File: src/rtl/matmul_pkg.sv
// rtl/matmul_pkg.sv - shared state encoding and index/packing helpers for matmul_seq
package matmul_pkg;

  typedef enum logic [1:0] {
    ST_IDLE,
    ST_CALC,
    ST_DONE
  } state_t;

  function automatic int idx_w(input int n);
    return (n > 1) ? $clog2(n) : 1;
  endfunction

  // Bit offset of element [i][j] in a row-major flat vector, element [0][0] in the MSBs.
  function automatic int elem_lsb(input int n, input int w, input int i, input int j);
    return (n * n - 1 - (i * n + j)) * w;
  endfunction

endpackage

File: src/rtl/matmul_mac.sv
// rtl/matmul_mac.sv - registered W x W multiply-accumulate with clear and enable
module matmul_mac #(
  parameter int W     = 16,
  parameter int ACC_W = 2 * W + 3
) (
  input  logic             clk,
  input  logic             rst_n,
  input  logic             clr_i,
  input  logic             en_i,
  input  logic [W-1:0]     a_i,
  input  logic [W-1:0]     b_i,
  output logic [ACC_W-1:0] sum_o
);

  logic [2*W-1:0]   prod;
  logic [ACC_W-1:0] acc_q;

  assign prod  = {{W{1'b0}}, a_i} * {{W{1'b0}}, b_i};
  // sum_o is the accumulator value including this cycle's product
  assign sum_o = acc_q + {{(ACC_W - 2 * W){1'b0}}, prod};

  always_ff @(posedge clk or negedge rst_n) begin
    if (!rst_n) begin
      acc_q <= '0;
    end else if (clr_i) begin
      acc_q <= '0;
    end else if (en_i) begin
      acc_q <= sum_o;
    end
  end

endmodule

File: src/rtl/matmul_seq.sv
// rtl/matmul_seq.sv - sequential NxN unsigned matrix multiplier, one MAC per cycle
module matmul_seq
  import matmul_pkg::*;
#(
  parameter int N   = 3,
  parameter int W   = 16,
  parameter int SAT = 0
) (
  input  logic             clk,
  input  logic             rst_n,
  input  logic             in_valid,
  output logic             in_ready,
  input  logic [N*N*W-1:0] a_flat,
  input  logic [N*N*W-1:0] b_flat,
  output logic             out_valid,
  input  logic             out_ready,
  output logic [N*N*W-1:0] result,
  output logic             overflow
);

  localparam int ACC_W = 2 * W + $clog2(N) + 1;
  localparam int IW    = idx_w(N);
  localparam int NW    = N * N * W;
  localparam int PW    = idx_w(NW);
  localparam logic [IW-1:0] LAST = IW'(N - 1);

  state_t           state_q, state_d;
  logic [IW-1:0]    i_q, i_d, j_q, j_d, k_q, k_d;
  logic [NW-1:0]    a_q, a_d, b_q, b_d, c_q, c_d, res_q, res_d;
  logic             ovf_q, ovf_d;
  logic             mac_clr, mac_en, acc_big;
  logic [PW-1:0]    a_pos, b_pos, c_pos;
  logic [W-1:0]     op_a, op_b, red;
  logic [ACC_W-1:0] acc_sum;

  assign a_pos = PW'(elem_lsb(N, W, int'(i_q), int'(k_q)));
  assign b_pos = PW'(elem_lsb(N, W, int'(k_q), int'(j_q)));
  assign c_pos = PW'(elem_lsb(N, W, int'(i_q), int'(j_q)));
  assign op_a  = a_q[a_pos +: W];
  assign op_b  = b_q[b_pos +: W];

  matmul_mac #(
    .W    (W),
    .ACC_W(ACC_W)
  ) u_mac (
    .clk  (clk),
    .rst_n(rst_n),
    .clr_i(mac_clr),
    .en_i (mac_en),
    .a_i  (op_a),
    .b_i  (op_b),
    .sum_o(acc_sum)
  );

  assign acc_big = |acc_sum[ACC_W-1:W];
  assign red     = (SAT != 0 && acc_big) ? {W{1'b1}} : acc_sum[W-1:0];

  // in_ready is forced low while reset is asserted, not just in the cycle after
  assign in_ready  = rst_n & (state_q == ST_IDLE);
  assign out_valid = (state_q == ST_DONE);
  assign result    = res_q;
  assign overflow  = ovf_q;

  always_comb begin
    state_d = state_q;
    i_d     = i_q;
    j_d     = j_q;
    k_d     = k_q;
    a_d     = a_q;
    b_d     = b_q;
    c_d     = c_q;
    res_d   = res_q;
    ovf_d   = ovf_q;
    mac_clr = 1'b0;
    mac_en  = 1'b0;
    case (state_q)
      ST_IDLE: begin
        if (in_valid && in_ready) begin
          a_d     = a_flat;
          b_d     = b_flat;
          i_d     = '0;
          j_d     = '0;
          k_d     = '0;
          ovf_d   = 1'b0;
          mac_clr = 1'b1;
          state_d = ST_CALC;
        end
      end
      ST_CALC: begin
        mac_en = 1'b1;
        if (k_q == LAST) begin
          c_d[c_pos +: W] = red;
          if (acc_big) ovf_d = 1'b1;
          mac_clr = 1'b1;
          k_d     = '0;
          if (j_q == LAST) begin
            j_d = '0;
            if (i_q == LAST) begin
              res_d   = c_d;
              state_d = ST_DONE;
            end else begin
              i_d = i_q + IW'(1);
            end
          end else begin
            j_d = j_q + IW'(1);
          end
        end else begin
          k_d = k_q + IW'(1);
        end
      end
      ST_DONE: begin
        if (out_ready) state_d = ST_IDLE;
      end
      default: state_d = ST_IDLE;
    endcase
  end

  always_ff @(posedge clk or negedge rst_n) begin
    if (!rst_n) begin
      state_q <= ST_IDLE;
      i_q     <= '0;
      j_q     <= '0;
      k_q     <= '0;
      a_q     <= '0;
      b_q     <= '0;
      c_q     <= '0;
      res_q   <= '0;
      ovf_q   <= 1'b0;
    end else begin
      state_q <= state_d;
      i_q     <= i_d;
      j_q     <= j_d;
      k_q     <= k_d;
      a_q     <= a_d;
      b_q     <= b_d;
      c_q     <= c_d;
      res_q   <= res_d;
      ovf_q   <= ovf_d;
    end
  end

endmodule

File: config.mk
export PLATFORM = sky130hd
export DESIGN_NAME = matmul_seq
export DESIGN_NICKNAME = d
export VERILOG_FILES = /design/src/rtl/matmul_pkg.sv /design/src/rtl/matmul_mac.sv /design/src/rtl/matmul_seq.sv
export SDC_FILE = /design/constraint.sdc
export NUM_CORES = 2
export LEC_CHECK = 0
export CAP_MARGIN = 20
export CORE_ASPECT_RATIO = 0.75
export CORE_UTILIZATION = 52
export CTS_CLUSTER_SIZE = 24
export DETAILED_ROUTE_END_ITERATION = 8
export PLACE_DENSITY = 0.83
export SLEW_MARGIN = 0
export SYNTH_ARGS = -nofsm -noshare
export SYNTH_HDL_FRONTEND = slang
export SYNTH_SLANG_ARGS = --single-unit
File: constraint.sdc
create_clock -name clk -period 8.83 [get_ports clk]
set_clock_uncertainty 0.15 [all_clocks]
set_input_delay 0.883 -clock clk [delete_from_list [all_inputs] [get_ports clk]]
set_output_delay 0.883 -clock clk [all_outputs]
set_load 0.005 [all_outputs]
==> impl_metrics.yaml <==
outcome:
  status: "finished, violations left"
  violations: "negative setup slack"
clock_network:
  clock-sinks: 620
  clk_pin_slew_worst_paths_ps: 70
  clk_path_buf_depth: 3
  cts_tree: "built"
  root_buffer: "clkbuf_16"
  htreeDepth: 2
  cts_buffers: 59
  insertion_delay_ps: 670
timing:
  fin_crit_ps: 9160
  slew_viol_final: 0
  relSlewSlack_pct: 16.3
  max_clock_freq_ghz: 0.109
  period_share_pct: 104
  grt_setup_unrepaired: "yes"
  worstMarginPinSlew_ps: 1250
  setup_viol: 3
  fin_tns_setup_ps: -507
  setup_ws_ps: -332
  final_hold_viol_count: 0
synth:
  synth_top_cell_area_share_pct: 42.3
  synth.most_common_cell: "nand2_1"
  ys_seq_area_share_pct: 42.3
  synth-edff-count: 0
  ys_warn_count: 0
  netlist_top_cells_area: "dfrtp_1, nand2_1, fa_1, ha_1, o21ai_0"
  syn_avg_cell_area_um2: 8.99
  ys.flop_type: "dfrtp_1"
  yosys.area.top_type: "dfrtp_1"
  synthCells: 4083
  synthesis.area_mm2: 0.0367
  synth_nets: 4731
  async_flop_share_pct: 100
  synth_commonest_cells: "nand2_1, dfrtp_1, inv_1"
  synth.ff_latch_count: 620
  synth.distinct_cells: 65
flow_run:
  maxCapViolCount: 0
finish:
  syn_to_final_growth_pct: 27.9
  final_core_util_pct: 67.9
  nets: 5298
  drive_gt1_share_pct: 13.3
hold_path:
  hold_path_class: "input pin to async pin"
routing:
  final_antenna_net_count: 0
  wl_per_cell_um: 19.8
  via_count: 31323
  via_per_inst: 5.56
  detail_route.drc_violations: 0
  initialDrtViolationCount: 3591
  dr.pass1.iters: 6
  drt_wl_total_mm: 112
setup_path:
  cp-end-kind: "flip-flop"
  path_class: "flip-flop to flip-flop"
  crit_top_cell: "fa_1"
  cp_max_fo: 8
  crit_path_top_delay_cell: "fa_2"
  required_ps: 9240
  max_stage_delay_ps: 680
  crit_path_start_kind: "flip-flop"
  arrival_ps: 9570
floorplan:
  die_w_um: 309
  dieArea_mm2: 0.0717
  rows: 83
  die_y_um: 232
  initial_core_util_pct: 53.1
  io_pins: 439
  coreArea_mm2: 0.0692
global_routing:
  grt_pass1_vias: 31749
  grt_start_max_net_pins: 266
  grt_usage_pct: 31.2
  grt_pass1_wl_mm: 173
  antenna_found_initial: 9
  gr-total-overflow: 0
  use_met3_pct: 6.72
  globalRouteMet2Util_pct: 48.7
  grt_busiest_layer: "met2"
  grtUsageMet1_pct: 42.1
placed_design:
  dp_hpwl_mm: 79.0
  place.gp.congestion: 0.944
  portBuffers: 438
## layout make-up
cell class | count | area [µm²]
Tap cell | 935 | 1170
Timing Repair Buffer | 736 | 7060
Inverter | 386 | 1470
Fill cell | 5034 | 22200
Multi-Input combinational cell | 2847 | 19600
Antenna cell | 6 | 15.0
Clock buffer | 77 | 1650
Sequential cell | 620 | 15500
Clock inverter | 31 | 424
## worst max-delay path, delay by kind of cell (launching register included)
family / cells / cell delay, ps
compound gates: 7 / 1580
xor+xnor: 1 / 110
fa+ha+maj: 11 / 4620
buf+inv: 8 / 720
flops: 1 / 430
mux: 1 / 300
simple gates: 5 / 1130
## cell families (layout without fill, tap and decap cells)
group	count (synthesis)	after routing	synth area share (%)
and+or+nand+nor	1728	1728	18.3
DFF	620	620	42.3
buffers and inverters	616	1230	6.37
AOI/OAI and AO/OA	562	562	8.62
adders and majority gates	356	356	16.8
muxes	156	156	6.51
xor gates and xnor gates	45	45	1.07
other	0	6	0
## flip-flops by register name, indices dropped and copies added (netlist names)
register,count
a_q,144
b_q,144
c_q,144
i_q,2
j_q,2
k_q,2
overflow,1
result,144
state_q,2
u_mac.acc_q,35
## routing by layer
| metal | part of all wire (%) | vias up |
|---|---|---|
| met3 | 9.1 | 324 |
| met1 | 39 | 15477 |
| met2 | 47 | 1440 |
| met5 | 0 | - |
| met4 | 4.5 | 0 |
| li1 | - | 14082 |
## through the flow
stage | instances | instance area (µm²) | worst slack (ps) | hold slack [ps]
2_1_floorplan | 4083 | 36900 | 17.0 | 290
3_3_place_gp | 5459 | 43500 | -301 | 302
3_5_place_dp | 5459 | 43500 | -478 | 307
4_1_cts | 5593 | 46200 | -79.9 | 125
5_1_grt | 5637 | 46900 | -569 | 178
6_report | 5638 | 46900 | -332 | 110
## timing repair
action / 4_1_cts / 5_1_grt
endpoints found under the setup margin: 8 / 14
cloned: 4 / 1
pin swaps: 17 / 36
setup buffers: 22 / 35
hold buffers: 0 / 0
resized for setup: 65 / 106
## placed cells by master (no fill, tap or decap), drive strengths merged, types with 127 or more instances in the layout
| master | instances |
|---|---|
| nand2 | 1385 |
| dfrtp | 620 |
| clkdlybuf4s50 | 437 |
| inv | 386 |
| o21ai | 322 |
| buf | 298 |
| nor2 | 231 |
| fa | 229 |
| a21oi | 137 |
| ha | 127 |
## path summary, 6_finish.rpt
check | depth (start not counted) | slack, ps | endpoint | startpoint
setup / recovery | 33 | -330 | overflow | k_q[0]
hold / removal | 1 | 110 | a_q[104] | rst_n
setup reg to reg | 33 | -330 | overflow | k_q[0]
hold reg to reg | 2 | 320 | a_q[113] | a_q[113]
max in group asynchronous | 3 | 6020 | c_q[46] | rst_n
min in group clk | 2 | 320 | a_q[113] | a_q[113]
Power is not shown: default switching activity piles up to over one toggle a cycle in this logic, so the estimate is an artifact.
